### src/rtl/present_load_ctrl.sv
// present_load_ctrl
//   Byte-stream front end and result catcher for a PRESENT-80 cipher core.
//   Collects an 80-bit key (10 bytes) and a 64-bit plaintext (8 bytes), MSB first,
//   from an 8-bit valid/ready stream. Holds them stable on keys/state while the
//   cipher works, waits CIPHER_LATENCY cycles, captures result and offers it on a
//   valid/ready output. key_reuse (sampled at the output handshake) skips the key
//   phase of the next block.
//
// Ports
//   sys_clk   in      clock, rising edge
//   sys_rst   in      asynchronous active-low reset
//   in_data   in  8   key / plaintext byte
//   in_valid  in      in_data valid
//   in_ready  out     byte accepted this cycle (S_KEY / S_PT only)
//   key_reuse in      next block reuses the current key
//   state     out 64  plaintext to the cipher, bit 0 = MSB
//   keys      out 80  key to the cipher, bit 0 = MSB
//   result    in  64  ciphertext from the cipher
//   out_ct    out 64  captured ciphertext
//   out_valid out     out_ct valid
//   out_ready in      consumer accepts out_ct
//   busy      out     high while waiting on the cipher or holding a result
module present_load_ctrl #(
  parameter int unsigned CIPHER_LATENCY = 32
) (
  input  logic        sys_clk,
  input  logic        sys_rst,
  input  logic [7:0]  in_data,
  input  logic        in_valid,
  output logic        in_ready,
  input  logic        key_reuse,
  output logic [0:63] state,
  output logic [0:79] keys,
  input  logic [0:63] result,
  output logic [0:63] out_ct,
  output logic        out_valid,
  input  logic        out_ready,
  output logic        busy
);

  typedef enum logic [1:0] {SKey, SPt, SWait, SOut} fsm_e;

  localparam logic [7:0] LatLast = 8'(CIPHER_LATENCY - 1);

  fsm_e        fsm_q, fsm_d;
  logic [3:0]  byte_cnt_q, byte_cnt_d;
  logic [7:0]  lat_cnt_q, lat_cnt_d;
  logic [0:79] keys_q, keys_d;
  logic [0:63] state_q, state_d;
  logic [0:63] out_ct_q, out_ct_d;
  logic        out_valid_q, out_valid_d;
  logic        accept;

  // Decoded from state only so there is no in_valid -> in_ready path.
  assign in_ready  = (fsm_q == SKey) || (fsm_q == SPt);
  assign busy      = (fsm_q == SWait) || (fsm_q == SOut);
  assign accept    = in_valid & in_ready;

  assign keys      = keys_q;
  assign state     = state_q;
  assign out_ct    = out_ct_q;
  assign out_valid = out_valid_q;

  always_comb begin
    fsm_d       = fsm_q;
    byte_cnt_d  = byte_cnt_q;
    lat_cnt_d   = lat_cnt_q;
    keys_d      = keys_q;
    state_d     = state_q;
    out_ct_d    = out_ct_q;
    out_valid_d = out_valid_q;
    unique case (fsm_q)
      SKey: begin
        if (accept) begin
          keys_d = {keys_q[8:79], in_data};
          if (byte_cnt_q == 4'd9) begin
            fsm_d      = SPt;
            byte_cnt_d = '0;
          end else begin
            byte_cnt_d = byte_cnt_q + 4'd1;
          end
        end
      end
      SPt: begin
        if (accept) begin
          state_d = {state_q[8:63], in_data};
          if (byte_cnt_q == 4'd7) begin
            fsm_d     = SWait;
            lat_cnt_d = '0;
          end else begin
            byte_cnt_d = byte_cnt_q + 4'd1;
          end
        end
      end
      SWait: begin
        lat_cnt_d = lat_cnt_q + 8'd1;
        // Counter starts at 0 the cycle after the last byte, so this edge is
        // exactly CIPHER_LATENCY edges after that byte was accepted.
        if (lat_cnt_q == LatLast) begin
          out_ct_d    = result;
          out_valid_d = 1'b1;
          fsm_d       = SOut;
        end
      end
      SOut: begin
        if (out_ready) begin
          out_valid_d = 1'b0;
          fsm_d       = key_reuse ? SPt : SKey;
          byte_cnt_d  = '0;
        end
      end
      default: ;
    endcase
  end

  always_ff @(posedge sys_clk or negedge sys_rst) begin
    if (!sys_rst) begin
      fsm_q       <= SKey;
      byte_cnt_q  <= '0;
      lat_cnt_q   <= '0;
      keys_q      <= '0;
      state_q     <= '0;
      out_ct_q    <= '0;
      out_valid_q <= 1'b0;
    end else begin
      fsm_q       <= fsm_d;
      byte_cnt_q  <= byte_cnt_d;
      lat_cnt_q   <= lat_cnt_d;
      keys_q      <= keys_d;
      state_q     <= state_d;
      out_ct_q    <= out_ct_d;
      out_valid_q <= out_valid_d;
    end
  end

endmodule

### config.mk
export PLATFORM = sky130hd
export DESIGN_NAME = present_load_ctrl
export DESIGN_NICKNAME = d
export VERILOG_FILES = /design/src/rtl/present_load_ctrl.sv
export SDC_FILE = /design/constraint.sdc
export NUM_CORES = 1
export LEC_CHECK = 0
export CAP_MARGIN = 20
export CORE_MARGIN = 2
export CORE_UTILIZATION = 46
export CTS_BUF_LIST = sky130_fd_sc_hd__clkbuf_4 sky130_fd_sc_hd__clkbuf_8 sky130_fd_sc_hd__clkbuf_16
export CTS_CLUSTER_SIZE = 20
export DETAILED_ROUTE_END_ITERATION = 8
export PLACE_DENSITY = 0.85
export SKIP_CTS_REPAIR_TIMING = 1
export SYNTH_ARGS = -nofsm -noshare
export SYNTH_HDL_FRONTEND = slang
export SYNTH_SLANG_ARGS = --single-unit
export TNS_END_PERCENT = 5
### constraint.sdc
create_clock -name sys_clk -period 2.48 [get_ports sys_clk]
set_clock_uncertainty 0.05 [all_clocks]
set_input_delay 0.496 -clock sys_clk [delete_from_list [all_inputs] [get_ports sys_clk]]
set_output_delay 0.496 -clock sys_clk [all_outputs]
set_load 0.03 [all_outputs]
==> flow_summary_export.csv, run 1 <==
group,metric,value,unit
power,internal_power,0.0109,W
sta,setup_viol,0,
grt,track_usage,0.209,
hold_path,hold_depth,1,
clocking,htree_levels,1,
power,power.share.sequential,0.337,
worst_setup_path,critPathArrivalTime,1.84,ns
worst_setup_path,reg2reg_to,"out_ct[3]$_DFFE_PN0P_",
logic_synthesis,yosysWarnings,0,
logic_synthesis,syn-instance-count,544,
worst_setup_path,crit_path_cell_trace,"inv_1, ha_1, or2_2, dlymetal6s2s_1",
grt,grt_pass1_vias,6126,
clocking,cts.path.max_buffers,3,
clocking,clockRootBuffer,"clkbuf_16",
hold_path,min_to,"out_ct[61]$_DFFE_PN0P_",
routing,drt-total-wl,21.9,mm
power,switchingPower,0.00655,W
worst_setup_path,critPathTopFamily,"flip-flops",
grt,antenna_found_initial,0,
grt,grt_overflow,0,
sta,rsz0062_at_grt,"false",
die,dieWidth,143,um
sta,maxSlewHeadroom,0.644,
worst_setup_path,reg2reg_setup_slack,0.29,ns
die,core_area,0.0188,sq mm
logic_synthesis,synth-seq-cells,223,
clocking,cts_tree,"built",
routing,firstDrtPassIters,4,
power,power_frac_comb,0.439,
logic_synthesis,netlist_area,0.00888,sq mm
power,clockPowerShare,0.225,
clocking,clk_pin_slew_worst_paths,0.06,ns
worst_setup_path,crit_type,"register to output port",
cells_and_area,drive_gt1_frac,0.323,
hold_path,hold_start,"out_ct[61]$_DFFE_PN0P_",
sta,fin_crit_sh,0.963,
routing,drtIter0Drc,179,
logic_synthesis,avgSynthCellArea,16.3,sq um
placement,port_buffers,287,
die,dieArea,0.0204,sq mm
grt,grt_max_degree,71,
die,start_util,0.472,
worst_setup_path,critPathCaptureType,"output port",
cells_and_area,instances_no_fill,1130,
cells_and_area,nNetsFinal,936,
placement,gp_congestion,0.796,
routing,postRouteAntennaNets,0,
cells_and_area,area_growth,47.6,%
logic_synthesis,synthDistinctLibCells,41,
cells_and_area,num_antenna_cells,0,
cells_and_area,nFillCells,1242,
worst_setup_path,cp-start-kind,"register",
worst_setup_path,worst-path-buf-inv,2,
hold_path,min_path_type,"register to register",
worst_setup_path,rr_startpoint,"lat_cnt_q[0]$_DFFE_PN0P_",
placement,dp.cells,1085,
worst_setup_path,cp_max_fo,5,
clocking,numClockSinks,223,
job,cap_violations,0,
routing,vias,5693,
die,die_h,143,um
sta,hold_viol,0,
placement,dp_hpwl,15.3,mm
logic_synthesis,yosysSeqAreaShare,0.628,
sta,worst_pin_slew,0.533,ns
die,ios,288,
routing,viasPerCell,5.04,
routing,drc,0,
power,cellPowerDensity,1330,mW/mm^2
sta,fmax,0.419,GHz
sta,slew_viol_final,0,
clocking,clock_latency,0.53,ns
worst_setup_path,slowest_stage,"dfrtp_1",
sta,fin_crit,2.39,ns
power,p_leak,5.98,nW
power,peakVddDrop,1010,uV
routing,route.detailed.wl_per_inst,19.4,um
worst_setup_path,crit_required,1.93,ns
logic_synthesis,synth_fp_nets,628,
power,power,0.0175,W
worst_setup_path,r2r_cells,6,
sta,hold_slack,0.454,ns
worst_setup_path,max_stage_delay,0.42,ns
clocking,numCtsBuffers,24,
power,swShare,0.374,
grt,grt_pass1_wl,33.5,mm
cells_and_area,fin_util,0.696,
die,std_cell_rows,50,
outcome,status,"completed",
-- how the worst max path moves through the flow --
stage | from | to | slack [ns] | cells after the start
after floorplan | fsm_q[0]$_DFFE_PN0P_ | fsm_q[1]$_DFFE_PN0P_ | 0.63 | 7
after global placement | in_valid | lat_cnt_q[4]$_DFFE_PN0P_ | 0.28 | 5
after detailed placement | in_valid | lat_cnt_q[4]$_DFFE_PN0P_ | 0.25 | 5
after CTS | fsm_q[0]$_DFFE_PN0P_ | in_ready | -0.32 | 4
after global routing | fsm_q[1]$_DFFE_PN0P_ | in_ready | 0.03 | 4
final | fsm_q[1]$_DFFE_PN0P_ | in_ready | 0.09 | 4
-- logic make-up (layout without fill, tap and decap cells) --
group	after synthesis	in the layout	synth area share
adder cells (fa/ha/maj)	7	7	0.00986
AND/OR/NAND/NOR	38	38	0.0269
multiplexers	210	210	0.291
AO/OA/AOI/OAI	32	32	0.0232
buffers and inverters	34	360	0.0206
flip-flops	223	223	0.628
-- area by class of cell --
cell class              count  area [sq um]  share of cell area
repair buffers            306          3140               0.240
clock inverters            17           268              0.0204
well taps                 260           325              0.0248
inverters                  10          37.5             0.00286
clock buffers              27           623              0.0475
flip-flops and latches    223          5580               0.426
multi-input cells         287          3140               0.239
-- power by group through the flow --
stage	logic (W)	registers [W]	clock network, W
after global routing	0.00803	0.00608	0.00419
after floorplan	0.00210	0.00801	0
after CTS	0.00773	0.00590	0.00401
after global placement	0.00756	0.00585	0
final	0.00767	0.00588	0.00393
after detailed placement	0.00766	0.00593	0
-- flip-flops by register name, indices dropped and copies added, names as in the netlist --
name        count
byte_cnt_q      4
fsm_q           2
keys           80
lat_cnt_q       8
out_ct         64
out_valid       1
state          64
-- routing by layer --
layer,up-vias,GRT usage,part of all wire
li1,2562,-,-
met2,227,0.348,0.49
met4,0,0.0552,0.026
met3,36,0.0812,0.10
met1,2868,0.255,0.39
met5,-,0,0
-- synthesized netlist by cell type --
master / number / area (sq um)
a21bo_2: 1 / 10.0
a21o_1: 1 / 7.51
a21oi_1: 7 / 35.0
a221oi_1: 1 / 8.76
a31oi_1: 1 / 6.26
a32o_1: 1 / 10.0
a41oi_1: 1 / 8.76
and3_1: 2 / 12.5
and3b_1: 1 / 8.76
buf_1: 7 / 26.3
buf_2: 8 / 40.0
buf_6: 6 / 67.6
clkbuf_1: 3 / 11.3
dfrtp_1: 223 / 5580
ha_1: 7 / 87.6
inv_1: 10 / 37.5
mux2_2: 149 / 1680
mux2_4: 60 / 901
mux2i_1: 1 / 10.0
nand2_1: 10 / 37.5
nand2_4: 1 / 11.3
nand2b_1: 5 / 31.3
nand3_1: 3 / 15.0
nand3b_1: 1 / 7.51
nand4_1: 1 / 6.26
nand4_2: 1 / 12.5
nand4b_1: 1 / 8.76
nor2_1: 2 / 7.51
nor2b_1: 1 / 6.26
nor3b_1: 1 / 7.51
nor4_4: 1 / 21.3
o21ai_0: 10 / 50.1
o21bai_1: 3 / 22.5
o22a_1: 1 / 8.76
o22ai_1: 1 / 6.26
o2bb2ai_1: 1 / 8.76
o31a_1: 1 / 8.76
o31ai_1: 2 / 15.0
or2_2: 2 / 12.5
or3_1: 4 / 25.0
or4_1: 1 / 7.51
-- worst register-to-register path: cells and delay by family, from the launching register on --
| family | cells | cell delay (ns) |
|---|---|---|
| simple gates | 3 | 0.75 |
| flops | 1 | 0.39 |
| buf+inv | 1 | 0.31 |
| mux | 1 | 0.31 |
| fa+ha+maj | 1 | 0.24 |
-- layout by cell type (no fill, tap or decap), types with 2 or more instances in the layout --
| cell type | Yosys | final |
|---|---|---|
| inv_1 | 10 | 10 |
| dlymetal6s2s_1 | 0 | 2 |
| bufinv_16 | 0 | 6 |
| clkinv_2 | 0 | 8 |
| dfrtp_1 | 223 | 222 |
| and3_1 | 2 | 2 |
| ha_1 | 7 | 7 |
| mux2_2 | 149 | 149 |
| nand3_1 | 3 | 3 |
| nand2_4 | 1 | 3 |
| nand2b_1 | 5 | 5 |
| a21oi_1 | 7 | 7 |
| or2_2 | 2 | 2 |
| clkbuf_16 | 0 | 24 |
| buf_12 | 0 | 9 |
| o31ai_1 | 2 | 2 |
| clkinv_4 | 0 | 2 |
| o21ai_0 | 10 | 10 |
| buf_4 | 0 | 9 |
| clkbuf_4 | 0 | 3 |
| o21bai_1 | 3 | 3 |
| clkdlybuf4s50_1 | 0 | 284 |
| mux2_4 | 60 | 60 |
| nand2_1 | 10 | 8 |
| nor2_1 | 2 | 2 |
| or3_1 | 4 | 4 |
-- metrics by stage --
step                setup TNS, ns  setup slack [ns]  area [sq um]
finish                          0            0.0905         13100
global route                    0            0.0282         13100
CTS                        -0.506            -0.318         13100
detailed placement              0             0.251         12200
global placement                0             0.284         12200
floorplan                       0             0.631          8880
Power figures use the tool's default switching activity.
==> run 2, diff against run 1 <==
--- a/config.mk
+++ b/config.mk
@@ -8,7 +8,7 @@
 export CAP_MARGIN = 20
 export CORE_MARGIN = 2
 export CORE_UTILIZATION = 46
-export CTS_BUF_LIST = sky130_fd_sc_hd__clkbuf_4 sky130_fd_sc_hd__clkbuf_8 sky130_fd_sc_hd__clkbuf_16
+export CTS_BUF_LIST = sky130_fd_sc_hd__clkbuf_8 sky130_fd_sc_hd__clkbuf_16
 export CTS_CLUSTER_SIZE = 20
 export DETAILED_ROUTE_END_ITERATION = 8
 export PLACE_DENSITY = 0.85
==> run 2 against run 1 <==
Effect of this change: sequential share of layout area is essentially flat; register-to-register slack is essentially flat; via count shrank 0.30%; count of clock-buffer cells in the layout shrank 3; cell area is essentially flat; maximum frequency is essentially flat; critical path type unchanged; critical endpoint unchanged; largest cell class unchanged.
==> flow_summary_export.csv, run 2 (synthesis results as in run 1) <==
group,metric,value,unit
die,core_area,0.0188,sq mm
worst_setup_path,crit_required,1.93,ns
die,std_cell_rows,50,
worst_setup_path,critPathArrivalTime,1.84,ns
grt,grt_max_degree,71,
job,cap_violations,0,
cells_and_area,largest_reg_flops,80,
routing,viasPerCell,5.02,
die,dieArea,0.0204,sq mm
clocking,htree_levels,1,
grt,antenna_found_initial,0,
hold_path,min_path_type,"register to register",
clocking,cts.path.max_buffers,3,
power,p_leak,5.98,nW
cells_and_area,mostFrequentLayoutCell,"clkdlybuf4s50_1",
cells_and_area,drive_gt1_frac,0.320,
placement,port_buffers,287,
grt,grt_pass1_vias,6098,
placement,place_area,0.0122,sq mm
worst_setup_path,cp-start-kind,"register",
die,start_util,0.472,
routing,vias,5676,
power,cellPowerDensity,1330,mW/mm^2
clocking,clock_latency,0.53,ns
clocking,cts_tree,"built",
worst_setup_path,cp_max_fo,5,
sta,rsz0062_at_grt,"false",
routing,postRouteAntennaNets,0,
routing,firstDrtPassIters,4,
die,die_h,143,um
placement,pre_cts_ws,0.251,ns
routing,route.detailed.wl_per_inst,19.3,um
die,ios,288,
placement,gp_congestion,0.796,
die,dieWidth,143,um
outcome,status,"completed",
clocking,clockRootBuffer,"clkbuf_16",
sta,hold_viol,0,
sta,setup_viol,0,
cells_and_area,finish.instance_area,0.0131,sq mm
sta,slew_viol_final,0,
sta,maxSlewHeadroom,0.645,
cells_and_area,nNetsFinal,936,
cells_and_area,area_growth,47.5,%
cells_and_area,num_antenna_cells,0,
placement,dp_hpwl,15.3,mm
cells_and_area,nFillCells,1245,
routing,drt-total-wl,21.8,mm
sta,fin_crit,2.39,ns
sta,fin_crit_sh,0.963,
sta,worst_pin_slew,0.532,ns
power,peakVddDrop,1010,uV
sta,fmax,0.419,GHz
clocking,numCtsBuffers,24,
cells_and_area,mostFrequentLayoutCells,"clkdlybuf4s50_1, dfrtp_1, mux2_2, mux2_4, clkbuf_16",
routing,drc,0,
grt,grt_pass1_wl,33.5,mm
clocking,clk_pin_slew_worst_paths,0.06,ns
routing,drtIter0Drc,230,
grt,grt_overflow,0,
grt,track_usage,0.209,
worst_setup_path,critPathCaptureType,"output port",
clocking,numClockSinks,223,
worst_setup_path,reg2reg_setup_slack,0.30,ns
worst_setup_path,crit_type,"register to output port",
sta,fin_ws,0.0915,ns
[run 2: critical path, stage by stage, from the launching register on]
cell	delay (ns)
dfrtp_1	0.42
inv_1	0.09
ha_1	0.27
or2_2	0.29
dlymetal6s2s_1	0.24
[run 2: final cells by class]
class | instances | area (sq um) | area share
Sequential cell | 223 | 5580 | 0.426
Clock buffer | 24 | 601 | 0.0458
Inverter | 10 | 37.5 | 0.00287
Tap cell | 260 | 325 | 0.0248
Timing Repair Buffer | 306 | 3140 | 0.240
Multi-Input combinational cell | 287 | 3140 | 0.239
Clock inverter | 20 | 279 | 0.0213
[run 2: layer usage]
layer	global-route usage	up-vias	wire length (um)
met4	0.0542	0	581
met2	0.349	218	10700
li1	-	2560	-
met1	0.255	2863	8390
met5	0	-	0
met3	0.0812	35	2160
[run 2: path summary, 6_finish.rpt]
| kind | depth (start not counted) | startpoint | end |
|---|---|---|---|
| setup / recovery | 4 | fsm_q[1]$_DFFE_PN0P_ | in_ready |
| min in group asynchronous | 2 | sys_rst | keys[5]$_DFFE_PN0P_ |
| max in group asynchronous | 3 | sys_rst | keys[18]$_DFFE_PN0P_ |
| hold reg to reg | 1 | state[0]$_DFFE_PN0P_ | state[0]$_DFFE_PN0P_ |
| hold / removal | 1 | state[0]$_DFFE_PN0P_ | state[0]$_DFFE_PN0P_ |
| setup reg to reg | 6 | lat_cnt_q[0]$_DFFE_PN0P_ | out_ct[3]$_DFFE_PN0P_ |
[run 2: metrics by stage]
| step | TNS [ns] | hold slack [ns] | power [W] | utilization | instances |
|---|---|---|---|---|---|
| 6_report | 0 | 0.456 | 0.0174 | 0.696 | 1130 |
| 5_1_grt | 0 | 0.468 | 0.0183 | 0.696 | 1130 |
| 4_1_cts | -0.506 | -0.115 | 0.0176 | 0.695 | 1129 |
| 3_5_place_dp | 0 | 0.441 | 0.0136 | 0.648 | 1085 |
| 3_3_place_gp | 0 | 0.436 | 0.0134 | 0.648 | 1085 |
| 2_1_floorplan | 0 | 0.150 | 0.0101 | - | 544 |
[run 2: where the power goes]
| part | switching [W] | total [W] | internal (W) | leakage (nW) |
|---|---|---|---|---|
| clock | 0.00148 | 0.00389 | 0.00241 | 0.447 |
| sequential | 0.000987 | 0.00588 | 0.00490 | 2.73 |
| combinational | 0.00408 | 0.00767 | 0.00358 | 2.80 |
| total | 0.00655 | 0.0174 | 0.0109 | 5.98 |
==> run 3, diff against run 2 <==
--- a/config.mk
+++ b/config.mk
@@ -13,6 +13,7 @@
 export DETAILED_ROUTE_END_ITERATION = 8
 export PLACE_DENSITY = 0.85
 export SKIP_CTS_REPAIR_TIMING = 1
+export SLEW_MARGIN = 20
 export SYNTH_ARGS = -nofsm -noshare
 export SYNTH_HDL_FRONTEND = slang
 export SYNTH_SLANG_ARGS = --single-unit
==> results of run 3 <==
Same layout as run 2: the final DEF is identical, and so are final timing and power.
